**src/rtl/i2c_codec_responder.sv**
```systemverilog
// Write-only I2C target modelling the audio codec control port: address match, ACK, 7-bit/9-bit register commit.
// Optional input glitch filter is enabled by defining I2C_GLITCH_FILTER_EN.
module i2c_codec_responder #(
    parameter logic [6:0] DEV_ADDR = 7'b0011010,
    parameter int         NUM_REGS = 10
) (
    input  logic       i_clk,
    input  logic       i_rst_n,
    input  logic       i_scl,
    input  logic       i_sda,
    output logic       o_sda_oe,
    output logic       o_wr_valid,
    output logic [6:0] o_wr_addr,
    output logic [8:0] o_wr_data,
    output logic       o_frame_err,
    output logic       o_busy,
    input  logic [3:0] i_rd_addr,
    output logic [8:0] o_rd_data
);

    typedef enum logic [2:0] {
        IDLE,
        ADDR,
        ACK_A,
        BYTE1,
        ACK1,
        BYTE2,
        ACK2,
        IGNORE
    } state_t;

    localparam logic [6:0] NUM_REGS_W = 7'(NUM_REGS);

    state_t      state;
    logic [3:0]  bit_cnt;
    logic [7:0]  shift;
    logic [7:0]  byte1;
    logic [8:0]  regs [NUM_REGS];

    logic [1:0]  scl_sync;
    logic [1:0]  sda_sync;
    logic        scl_line;
    logic        sda_line;
    logic        scl_prev;
    logic        sda_prev;

    logic        start_det;
    logic        stop_det;
    logic        scl_rise;
    logic        scl_fall;
    logic        partial_frame;
    logic        addr_match;
    logic [6:0]  commit_addr;
    logic [8:0]  commit_data;

    // Lines reset to the idle bus level so leaving reset never looks like a bus event.
    always_ff @(posedge i_clk or negedge i_rst_n) begin
        if (!i_rst_n) begin
            scl_sync <= 2'b11;
            sda_sync <= 2'b11;
        end else begin
            scl_sync <= {scl_sync[0], i_scl};
            sda_sync <= {sda_sync[0], i_sda};
        end
    end

`ifdef I2C_GLITCH_FILTER_EN
    logic       scl_filt;
    logic       sda_filt;
    logic [1:0] scl_run;
    logic [1:0] sda_run;

    // A new level is accepted on its third consecutive sample; shorter pulses vanish.
    always_ff @(posedge i_clk or negedge i_rst_n) begin
        if (!i_rst_n) begin
            scl_filt <= 1'b1;
            sda_filt <= 1'b1;
            scl_run  <= '0;
            sda_run  <= '0;
        end else begin
            if (scl_sync[1] == scl_filt) begin
                scl_run <= '0;
            end else if (scl_run == 2'd2) begin
                scl_filt <= scl_sync[1];
                scl_run  <= '0;
            end else begin
                scl_run <= scl_run + 2'd1;
            end
            if (sda_sync[1] == sda_filt) begin
                sda_run <= '0;
            end else if (sda_run == 2'd2) begin
                sda_filt <= sda_sync[1];
                sda_run  <= '0;
            end else begin
                sda_run <= sda_run + 2'd1;
            end
        end
    end

    assign scl_line = scl_filt;
    assign sda_line = sda_filt;
`else
    assign scl_line = scl_sync[1];
    assign sda_line = sda_sync[1];
`endif

    always_ff @(posedge i_clk or negedge i_rst_n) begin
        if (!i_rst_n) begin
            scl_prev <= 1'b1;
            sda_prev <= 1'b1;
        end else begin
            scl_prev <= scl_line;
            sda_prev <= sda_line;
        end
    end

    assign start_det     = scl_line && scl_prev && sda_prev && !sda_line;
    assign stop_det      = scl_line && scl_prev && !sda_prev && sda_line;
    assign scl_rise      = scl_line && !scl_prev;
    assign scl_fall      = !scl_line && scl_prev;
    assign partial_frame = (state == BYTE1) || (state == ACK1) || (state == BYTE2);
    assign addr_match    = (shift == {DEV_ADDR, 1'b0});
    assign commit_addr   = byte1[7:1];
    assign commit_data   = {byte1[0], shift};

    // Bus protocol engine; START/STOP win over any SCL edge seen in the same cycle.
    always_ff @(posedge i_clk or negedge i_rst_n) begin
        if (!i_rst_n) begin
            state       <= IDLE;
            bit_cnt     <= '0;
            shift       <= '0;
            byte1       <= '0;
            o_sda_oe    <= 1'b0;
            o_wr_valid  <= 1'b0;
            o_wr_addr   <= '0;
            o_wr_data   <= '0;
            o_frame_err <= 1'b0;
            o_busy      <= 1'b0;
            for (int i = 0; i < NUM_REGS; i++) begin
                regs[i] <= '0;
            end
        end else begin
            o_wr_valid  <= 1'b0;
            o_frame_err <= 1'b0;
            if (start_det) begin
                o_frame_err <= partial_frame;
                state       <= ADDR;
                bit_cnt     <= '0;
                shift       <= '0;
                o_sda_oe    <= 1'b0;
                o_busy      <= 1'b0;
            end else if (stop_det) begin
                o_frame_err <= partial_frame;
                state       <= IDLE;
                bit_cnt     <= '0;
                o_sda_oe    <= 1'b0;
                o_busy      <= 1'b0;
            end else begin
                case (state)
                    ADDR, BYTE1, BYTE2: begin
                        if (scl_rise && (bit_cnt < 4'd8)) begin
                            shift   <= {shift[6:0], sda_line};
                            bit_cnt <= bit_cnt + 4'd1;
                        end else if (scl_fall && (bit_cnt == 4'd8)) begin
                            bit_cnt <= '0;
                            if (state == ADDR) begin
                                if (addr_match) begin
                                    state    <= ACK_A;
                                    o_sda_oe <= 1'b1;
                                    o_busy   <= 1'b1;
                                end else begin
                                    state <= IGNORE;
                                end
                            end else if (state == BYTE1) begin
                                byte1    <= shift;
                                state    <= ACK1;
                                o_sda_oe <= 1'b1;
                            end else begin
                                state    <= ACK2;
                                o_sda_oe <= 1'b1;
                            end
                        end
                    end
                    ACK_A, ACK1, ACK2: begin
                        if (scl_fall) begin
                            o_sda_oe <= 1'b0;
                            bit_cnt  <= '0;
                            if (state == ACK_A) begin
                                state <= BYTE1;
                            end else if (state == ACK1) begin
                                state <= BYTE2;
                            end else begin
                                state <= IGNORE;
                                // Out-of-range addresses were ACKed but are not stored or reported.
                                if (commit_addr < NUM_REGS_W) begin
                                    o_wr_valid <= 1'b1;
                                    o_wr_addr  <= commit_addr;
                                    o_wr_data  <= commit_data;
                                    for (int i = 0; i < NUM_REGS; i++) begin
                                        if (commit_addr == 7'(i)) begin
                                            regs[i] <= commit_data;
                                        end
                                    end
                                end
                            end
                        end
                    end
                    default: begin
                    end
                endcase
            end
        end
    end

    always_comb begin
        o_rd_data = '0;
        for (int i = 0; i < NUM_REGS; i++) begin
            if (i_rd_addr == 4'(i)) begin
                o_rd_data = regs[i];
            end
        end
    end

endmodule

```
**config.mk**
```make
export PLATFORM = sky130hd
export DESIGN_NAME = i2c_codec_responder
export DESIGN_NICKNAME = d
export VERILOG_FILES = /design/src/rtl/i2c_codec_responder.sv
export SDC_FILE = /design/constraint.sdc
export NUM_CORES = 1
export LEC_CHECK = 0
export ABC_AREA = 1
export CELL_PAD_IN_SITES_DETAIL_PLACEMENT = 1
export CELL_PAD_IN_SITES_GLOBAL_PLACEMENT = 1
export CORE_ASPECT_RATIO = 1.25
export CORE_MARGIN = 3
export CORE_UTILIZATION = 49
export DETAILED_ROUTE_END_ITERATION = 16
export PLACE_DENSITY_LB_ADDON = 0.2
export SYNTH_ARGS = -nofsm -noshare
export SYNTH_HDL_FRONTEND = slang
export SYNTH_SLANG_ARGS = --single-unit
```
**constraint.sdc**
```tcl
create_clock -name i_clk -period 4.15 [get_ports i_clk]
set_input_delay 0.6225 -clock i_clk [delete_from_list [all_inputs] [get_ports i_clk]]
set_output_delay 0.6225 -clock i_clk [all_outputs]
set_load 0.05 [all_outputs]
```
* Yosys cells after proc, flatten, opt, wreduce, memory -nomap -nowiden
Index checks and enable logic that the tools add are counted.
** Word-level totals
- Bits in registers :: 139
- Output and inout bits :: 29
- Logic and storage cells :: 163
** Operators by class
- Add/sub/neg operators :: 1
- Magnitude comparators :: 2
- Equality and inequality tests :: 33
- Mux-type cells :: 54
- Bitwise operators :: 6
- Reduce and logical (&&, ||, !) cells :: 43
** Operator list (count)
- 9-bit two-way mux :: 10
- 8-bit AND reduction :: 10
- 8-bit two-way mux :: 4
- 7-bit by 3-bit equality test with 1-bit output (second input constant) :: 4
- 3-bit two-way mux :: 8
- 1-bit two-way mux :: 22
- 4-bit two-way mux :: 5
- 4-bit by 3-bit equality test with 1-bit output (second input constant) :: 4
- 7-bit by 2-bit equality test with 1-bit output (second input constant) :: 2
- 7-bit by 4-bit equality test with 1-bit output (second input constant) :: 2
- 7-bit AND reduction :: 2
- 4-bit equality test (second input constant) :: 3
- 4-bit inequality test (second input constant) :: 3
- 3-bit nonzero test :: 4
- 5-bit inequality test (second input constant) :: 2
- 5-bit AND reduction :: 2
- 3-bit equality test (second input constant) :: 3
- 1-bit logical AND :: 9
- 4-bit by 2-bit equality test with 1-bit output (second input constant) :: 2
- 8-bit by 6-bit equality test with 1-bit output (second input constant) :: 1
- 4-bit case mux with 2 select lines :: 1
- 7-bit by 1-bit equality test with 1-bit output (second input constant) :: 1
- 7-bit zero test :: 1
- 7-bit by 4-bit less-than comparator with 1-bit output (second input constant) :: 1
- 19 further kinds :: 33

* Longest topological paths before layout
Gate-level depths: netlist of run 1.
- Depth after elaboration :: 11
- Gate-level depth with buffers :: 10
- Gate-level depth less buffers :: 10

* Worst setup path after synthesis of run 1
No wires, ideal clock.
- Path type :: input port to output port
- From :: input port i_rd_addr[0]
- To :: output port o_rd_data[0]
- Arrival time :: 2.031 ns
- Data required time :: 3.527 ns
- Setup slack :: 1.497 ns
- Stages on the path :: 7
- Path through :: clkbuf_1 > inv_1 > nor2_2 > inv_1 > nor3_2 > nand2_1 > nand4_1
** On the way
- Word-level cells in the longest chain between the ends :: 11
** RTL lines
- start, declared :: RTL line 17 : input logic [3:0] i_rd_addr,
- 4-bit zero test :: RTL line 218 : if (i_rd_addr == 4'(i)) begin
- 9-bit two-way mux (9 in a row) :: RTL line 218
- 9-bit two-way mux (*) :: RTL line 218
- end, declared :: RTL line 18 : output logic [8:0] o_rd_data
Every way passes the cells marked *; elsewhere a longest branch is shown, timed or not.

* Worst setup path after layout of run 1
- From :: input port i_rd_addr[0]
- To :: output port o_rd_data[8]
Same word-level chain as after synthesis.

==> flow_summary.ini, run 1 <==
[yosys]
seq_area_frac_synth_pct = 56.1
ys_ff_latch = 139
yosysMostFrequentCell = nand2_1
syn-cell-area_um2 = 6220
synthAdderAreaFrac_pct = 0.402
syn_inst = 716
synth_xor_area_share_pct = 0.141
ys_types = 34
synth-compound-area-share_pct = 12.2
synth_area_leaders = dfrtp_1 54%, nand2_1 11%, inv_1 4.4%
yosys.area_share.simple_pct = 24.0
synth-main-ff-cell = dfrtp_1
muxShareOfSynthArea_pct = 0
synth-edff-count = 0
avgSynthCellArea_um2 = 8.69
synth_common_cells = 188 x nand2_1, 133 x dfrtp_1, 73 x inv_1
synth.top_cell.area_share_pct = 53.5
synth_top_family_by_area = simple AND/OR/NAND/NOR gates
yosys_warnings = 0
async_flop_share_pct = 100
syn_nets = 726
synth_area_leader_cell = dfrtp_1

[floorplanning]
die_width_um = 107
coreArea_um2 = 12300
die_y_um = 132
fp-row-count = 45
initial_utilization_pct = 50.7
ios = 37
die-area_um2 = 14100

[cts]
clock_latency_ps = 420
root_buffer = clkbuf_16
cts_max_level = 4
post_cts_buffers = 0
clock-sinks = 139
cts_tree = done
cts_resized = 0
numCtsBuffers = 17
cts.path.max_buffers = 2
clk_pin_slew_ps = 60
hold_buffers = 0

[power]
ir_drop_mv = 0.502
power.leakage_nw = 3.40
netSwitchingFraction_pct = 34.7
netSwitchingPower_mw = 1.41
clkPwrFrac_pct = 37.3
power_frac_seq_pct = 39.5
power_mw = 4.07
p_per_area_nw_per_um2 = 553
p_int_mw = 2.66
comb_power_share_pct = 23.3

[placement]
gp_congestion = 0.884
io_buffer_count = 36
place_ws_ps = 801
hpwl_um = 11700

[critical_path]
cp.required_ps = 3530
end_kind = output port
r2r-start = scl_prev
cp-start-kind = primary input
cp_max_fo = 10
critPathTopFamily = simple AND/OR/NAND/NOR gates
cp-startpoint = i_rd_addr[0]
cp.arrival_ps = 2760
cp_cell_sequence = clkdlybuf4s50_1 -> inv_1 -> nor2_2 -> inv_1 -> nor2_2 -> nand2_1 -> nand4_1 -> nand2_1 -> nand3_1 -> buf_12
critPathKind = primary input to output port
crit_buf_inv = 4
cpPeakStageDelay_ps = 570
slowest_stage = clkdlybuf4s50_1

[grt]
grt.overflow.total = 0
first_global_vias = 5623
grt_max_degree = 76
antenna_found_initial = 0
grt_pass1_wl_um = 29700
track_usage_pct = 27.1

[run_status]
outcome = finished clean

[cells_and_area]
nets = 760
n_antenna_cell = 0
drive_above_1_share_pct = 12.1
area_delta_synth_final_pct = 18.3

[sta]
rsz0062_at_grt = false
clock_skew_ps = 7.54
worst_pin_slew_ps = 822
final.setup.tns_ps = 0
setup_viol = 0
clock.fmax_ghz = 0.295
final_max_slew_viol_count = 0
slew_headroom_pct = 45.0
post-route-period-util_pct = 81.6
min_period_ps = 3390
layout_setup_ws_ps = 764
hold_viol_final = 0

[detailed_routing]
avgRoutedWirePerCell_um = 19.3
via_per_inst = 5.60
routed-via-count = 5190
drc = 0
drt_first_iter_violations = 217
drtPass1Iterations = 4
drtAntennaViolNets = 0
drt_wl_total_um = 17900

[flow_run]
cap_violations = 0

[min_path]
hp-class = primary input to asynchronous set/reset pin
metrics by stage:
step / instance area (um^2) / utilization [%] / hold WS, ps / std cells
CTS: 7360 / 59.9 / 251 / 927
floorplan: 6220 / - / 327 / 716
global route: 7360 / 59.9 / 271 / 927
detailed placement: 6770 / 55.1 / 348 / 895
global placement: 6770 / 55.1 / 347 / 895
finish: 7360 / 59.9 / 232 / 927
power groups by stage:
stage	combinational, mW	clock [mW]	sequential [mW]
3_3_place_gp	0.917	0	1.62
4_1_cts	0.958	1.53	1.61
3_5_place_dp	0.942	0	1.63
6_report	0.946	1.52	1.61
2_1_floorplan	0.371	0	1.85
5_1_grt	1.03	1.59	1.63
state kept, by name (all words and copies together) (netlist names):
name and count:
sda_prev 1, shift 8, o_wr_valid 1, scl_prev 1, o_sda_oe 1, o_wr_addr 7, regs 90, state 3
scl_sync 2, o_frame_err 1, sda_sync 2, bit_cnt 4, o_wr_data 9, byte1 8, o_busy 1
path summary, 6_finish.rpt:
check,slack (ps),endpoint,cells past startpoint
worst max-delay path,760,o_rd_data[8],10
worst min-delay path,230,regs[87],1
worst max register to register,1410,regs[47],6
worst min register to register,350,sda_sync[1],0
max in group asynchronous,2970,scl_prev,2
min in group i_clk,350,sda_sync[1],0
per-layer routing:
layer	track usage (%)	share of wire [%]	up-vias	wire length (um)
met2	46.5	52	116	9230
met1	33.1	42	2637	7430
met3	4.61	2.9	38	513
met5	0	0	-	0
met4	12.4	3.8	0	684
li1	-	-	2399	-
placed cells by master, fill, tap and decap left out, types with 2 or more instances in the layout:
cell type,netlist,routed
o21ai_1,40,40
nor2_2,4,4
nor3_1,7,7
o21ai_2,18,18
dfstp_2,6,6
nor4_1,2,2
inv_1,73,73
clkinvlp_4,0,4
nand3_4,2,2
nand2_4,3,3
nand3_1,31,31
inv_6,0,4
nor3_2,2,2
a21oi_1,19,19
clkinv_1,2,2
ha_1,2,2
nand4_1,20,20
o21ai_0,49,49
nor2_1,68,68
clkdlybuf4s50_1,0,26
o22ai_1,7,7
buf_12,0,9
clkbuf_16,0,17
bufinv_16,0,2
dfrtp_1,133,133
buf_4,0,7
clkinv_4,0,4
nand4_2,3,3
nand2_1,188,188
cell families after synthesis:
| family | count (synthesis) |
|---|---|
| simple gates | 335 |
| xor+xnor | 1 |
| compound gates | 135 |
| buf+inv | 104 |
| fa+ha+maj | 2 |
| flops | 139 |
layout make-up:
| cell class | count | area, um^2 |
|---|---|---|
| Clock buffer | 17 | 425 |
| Clock inverter | 15 | 165 |
| Fill cell | 1453 | 4920 |
| Inverter | 76 | 285 |
| Multi-Input combinational cell | 473 | 2290 |
| Sequential cell | 139 | 3490 |
| Tap cell | 164 | 205 |
| Timing Repair Buffer | 43 | 504 |
Note: power is estimated with default switching activity, not from simulation.
==> run 2, diff against run 1 <==
--- a/config.mk
+++ b/config.mk
@@ -10,7 +10,7 @@
 export CELL_PAD_IN_SITES_GLOBAL_PLACEMENT = 1
 export CORE_ASPECT_RATIO = 1.25
 export CORE_MARGIN = 3
-export CORE_UTILIZATION = 49
+export CORE_UTILIZATION = 45
 export DETAILED_ROUTE_END_ITERATION = 16
 export PLACE_DENSITY_LB_ADDON = 0.2
 export SYNTH_ARGS = -nofsm -noshare
==> constraint.sdc (replaced) <==
create_clock -name i_clk -period 3.3 [get_ports i_clk]
set_input_delay 0.495 -clock i_clk [delete_from_list [all_inputs] [get_ports i_clk]]
set_output_delay 0.495 -clock i_clk [all_outputs]
set_load 0.05 [all_outputs]
==> run 2 against run 1 <==
Compared with the run above:
- total power is 25% higher
- count of clock-buffer cells in the layout increased by 3
- worst setup slack worse by 530 ps
- global-route usage decreased by 3.0 points
- sequential share of layout area decreased by 0.20 points
- register-to-register slack got worse by 350 ps
- cell area up 0.43%
- die area grew 8.4%
- largest cell class unchanged
==> flow_summary.ini, run 2 (same netlist as run 1, synthesis figures left out) <==
[cts]
cts_max_level = 4
numCtsBuffers = 17
clock_latency_ps = 430
cts_tree = done
root_buffer = clkbuf_16
clock-sinks = 139
clk_pin_slew_ps = 50
cts.path.max_buffers = 2

[placement]
hpwl_um = 11600
gp_congestion = 0.791
place_area_um2 = 6800
place_ws_ps = 127
io_buffer_count = 36

[detailed_routing]
via_per_inst = 5.37
drtAntennaViolNets = 0
wl_met1_um = 7000
drtPass1Iterations = 4
drc = 0
avgRoutedWirePerCell_um = 18.4
wl_met3_um = 444
drt_wl_total_um = 17300
top_layer = met4
drt_first_iter_violations = 221
routed-via-count = 5036
dr_wl_met2_um = 9450

[sta]
slew_headroom_pct = 49.1
clock.fmax_ghz = 0.326
setup_viol = 0
rsz0062_at_grt = false
layout_setup_ws_ps = 234
post-route-period-util_pct = 92.9
worst_pin_slew_ps = 763
min_period_ps = 3070
final.setup.tns_ps = 0
final_max_slew_viol_count = 0
hold_viol_final = 0
clock_skew_ps = 5.98
hold_ws_ps = 109

[floorplanning]
fp-row-count = 47
initial_utilization_pct = 46.4
ios = 37
die-area_um2 = 15300
die_y_um = 137
coreArea_um2 = 13400
die_width_um = 111

[power]
power.leakage_nw = 3.42
netSwitchingFraction_pct = 33.6
p_per_area_nw_per_um2 = 689
ir_drop_mv = 0.527
netSwitchingPower_mw = 1.71
comb_power_share_pct = 23.4
p_int_mw = 3.38
clkPwrFrac_pct = 36.9
power_frac_seq_pct = 39.7

[cells_and_area]
post-route-cell-area_um2 = 7390
fillCellCount = 1567
largest-register = regs
nets = 763
largest_reg_flops = 90
top_regs = regs: 90 flops, o_wr_data: 9 flops
area_delta_synth_final_pct = 18.8
n_antenna_cell = 0
drive_above_1_share_pct = 12.5
multiInputGateArea_um2 = 2290
mostFrequentLayoutCells = 188 x nand2_1, 133 x dfrtp_1, 73 x inv_1
utilization_pct = 55.1
seqCellArea_um2 = 3490
final_common_cell = nand2_1

[min_path]
hp-class = primary input to asynchronous set/reset pin

[critical_path]
cp-start-kind = primary input
cp_max_fo = 8
cp.arrival_ps = 2570
critPathKind = primary input to output port
end_kind = output port
cp.required_ps = 2800

[grt]
grt.overflow.total = 0
antenna_found_initial = 0
first_global_vias = 5554
track_usage_pct = 24.1
grt_pass1_wl_um = 28600
grt_max_degree = 82

[run_status]
outcome = finished clean

[flow_run]
cap_violations = 0
-- run 2: cell types whose count changed in the layout (fill, tap and decap cells not counted) --
cell and delta:
clkinv_2 +5, inv_6 -4, buf_4 +3, clkbuf_8 +3, clkinv_4 -3, clkinvlp_4 -1
nor2_1 -1, nor2_2 +1
-- run 2: metrics by stage --
stage	cells	total power [mW]
2_1_floorplan	716	2.79
3_3_place_gp	905	3.20
3_5_place_dp	905	3.25
4_1_cts	937	5.15
5_1_grt	937	5.34
6_report	937	5.09
-- run 2: cell type report --
| type | count | area share (%) |
|---|---|---|
| timing repair buffer | 46 | 7.13 |
| clock inverter | 12 | 1.64 |
| tap | 171 | 2.90 |
| inverter | 76 | 3.86 |
| sequential | 139 | 47.2 |
| clock buffer | 20 | 6.32 |
| multi-input combinational | 473 | 31.0 |
-- run 2: routing by layer --
metal  GRT usage [%]  vias to the layer above
met1            27.4                     2548
met4            10.0                        0
met2            45.1                       74
met5               0                        -
met3            3.95                       26
li1                -                     2388
-- run 2: worst paths after layout --
kind                                    from           end  slack, ps  cells past startpoint
worst max-delay path            i_rd_addr[1]  o_rd_data[1]        230                     10
worst min-delay path                 i_rst_n      regs[77]        110                      1
worst max register to register      scl_prev      regs[14]       1060                      8
worst min register to register   sda_sync[0]   sda_sync[1]        360                      0
max in group asynchronous            i_rst_n   sda_sync[1]       2360                      2
min in group i_clk               sda_sync[0]   sda_sync[1]        360                      0
-- run 2: power groups by stage --
| stage | Clock [mW] | Sequential (mW) | Combinational [mW] |
|---|---|---|---|
| 5_1_grt | 1.99 | 2.04 | 1.30 |
| 4_1_cts | 1.92 | 2.02 | 1.21 |
| 6_report | 1.88 | 2.02 | 1.19 |
| 2_1_floorplan | 0 | 2.33 | 0.467 |
| 3_3_place_gp | 0 | 2.04 | 1.16 |
| 3_5_place_dp | 0 | 2.05 | 1.20 |
-- run 2: timing repair --
item,in CTS,in global routing
endpoints found under the setup margin,0,2
hold buffers,0,0
resized for setup,0,1
buffers inserted,0,0
-- run 2: critical path, cell delays in order --
cell and delay (ps):
clkdlybuf4s50_1 610, inv_1 70, nor2_1 260, nand2_1 360, inv_1 170, a21oi_1 90
nand4_1 140, nand2_1 90, nand3_1 130, buf_12 150
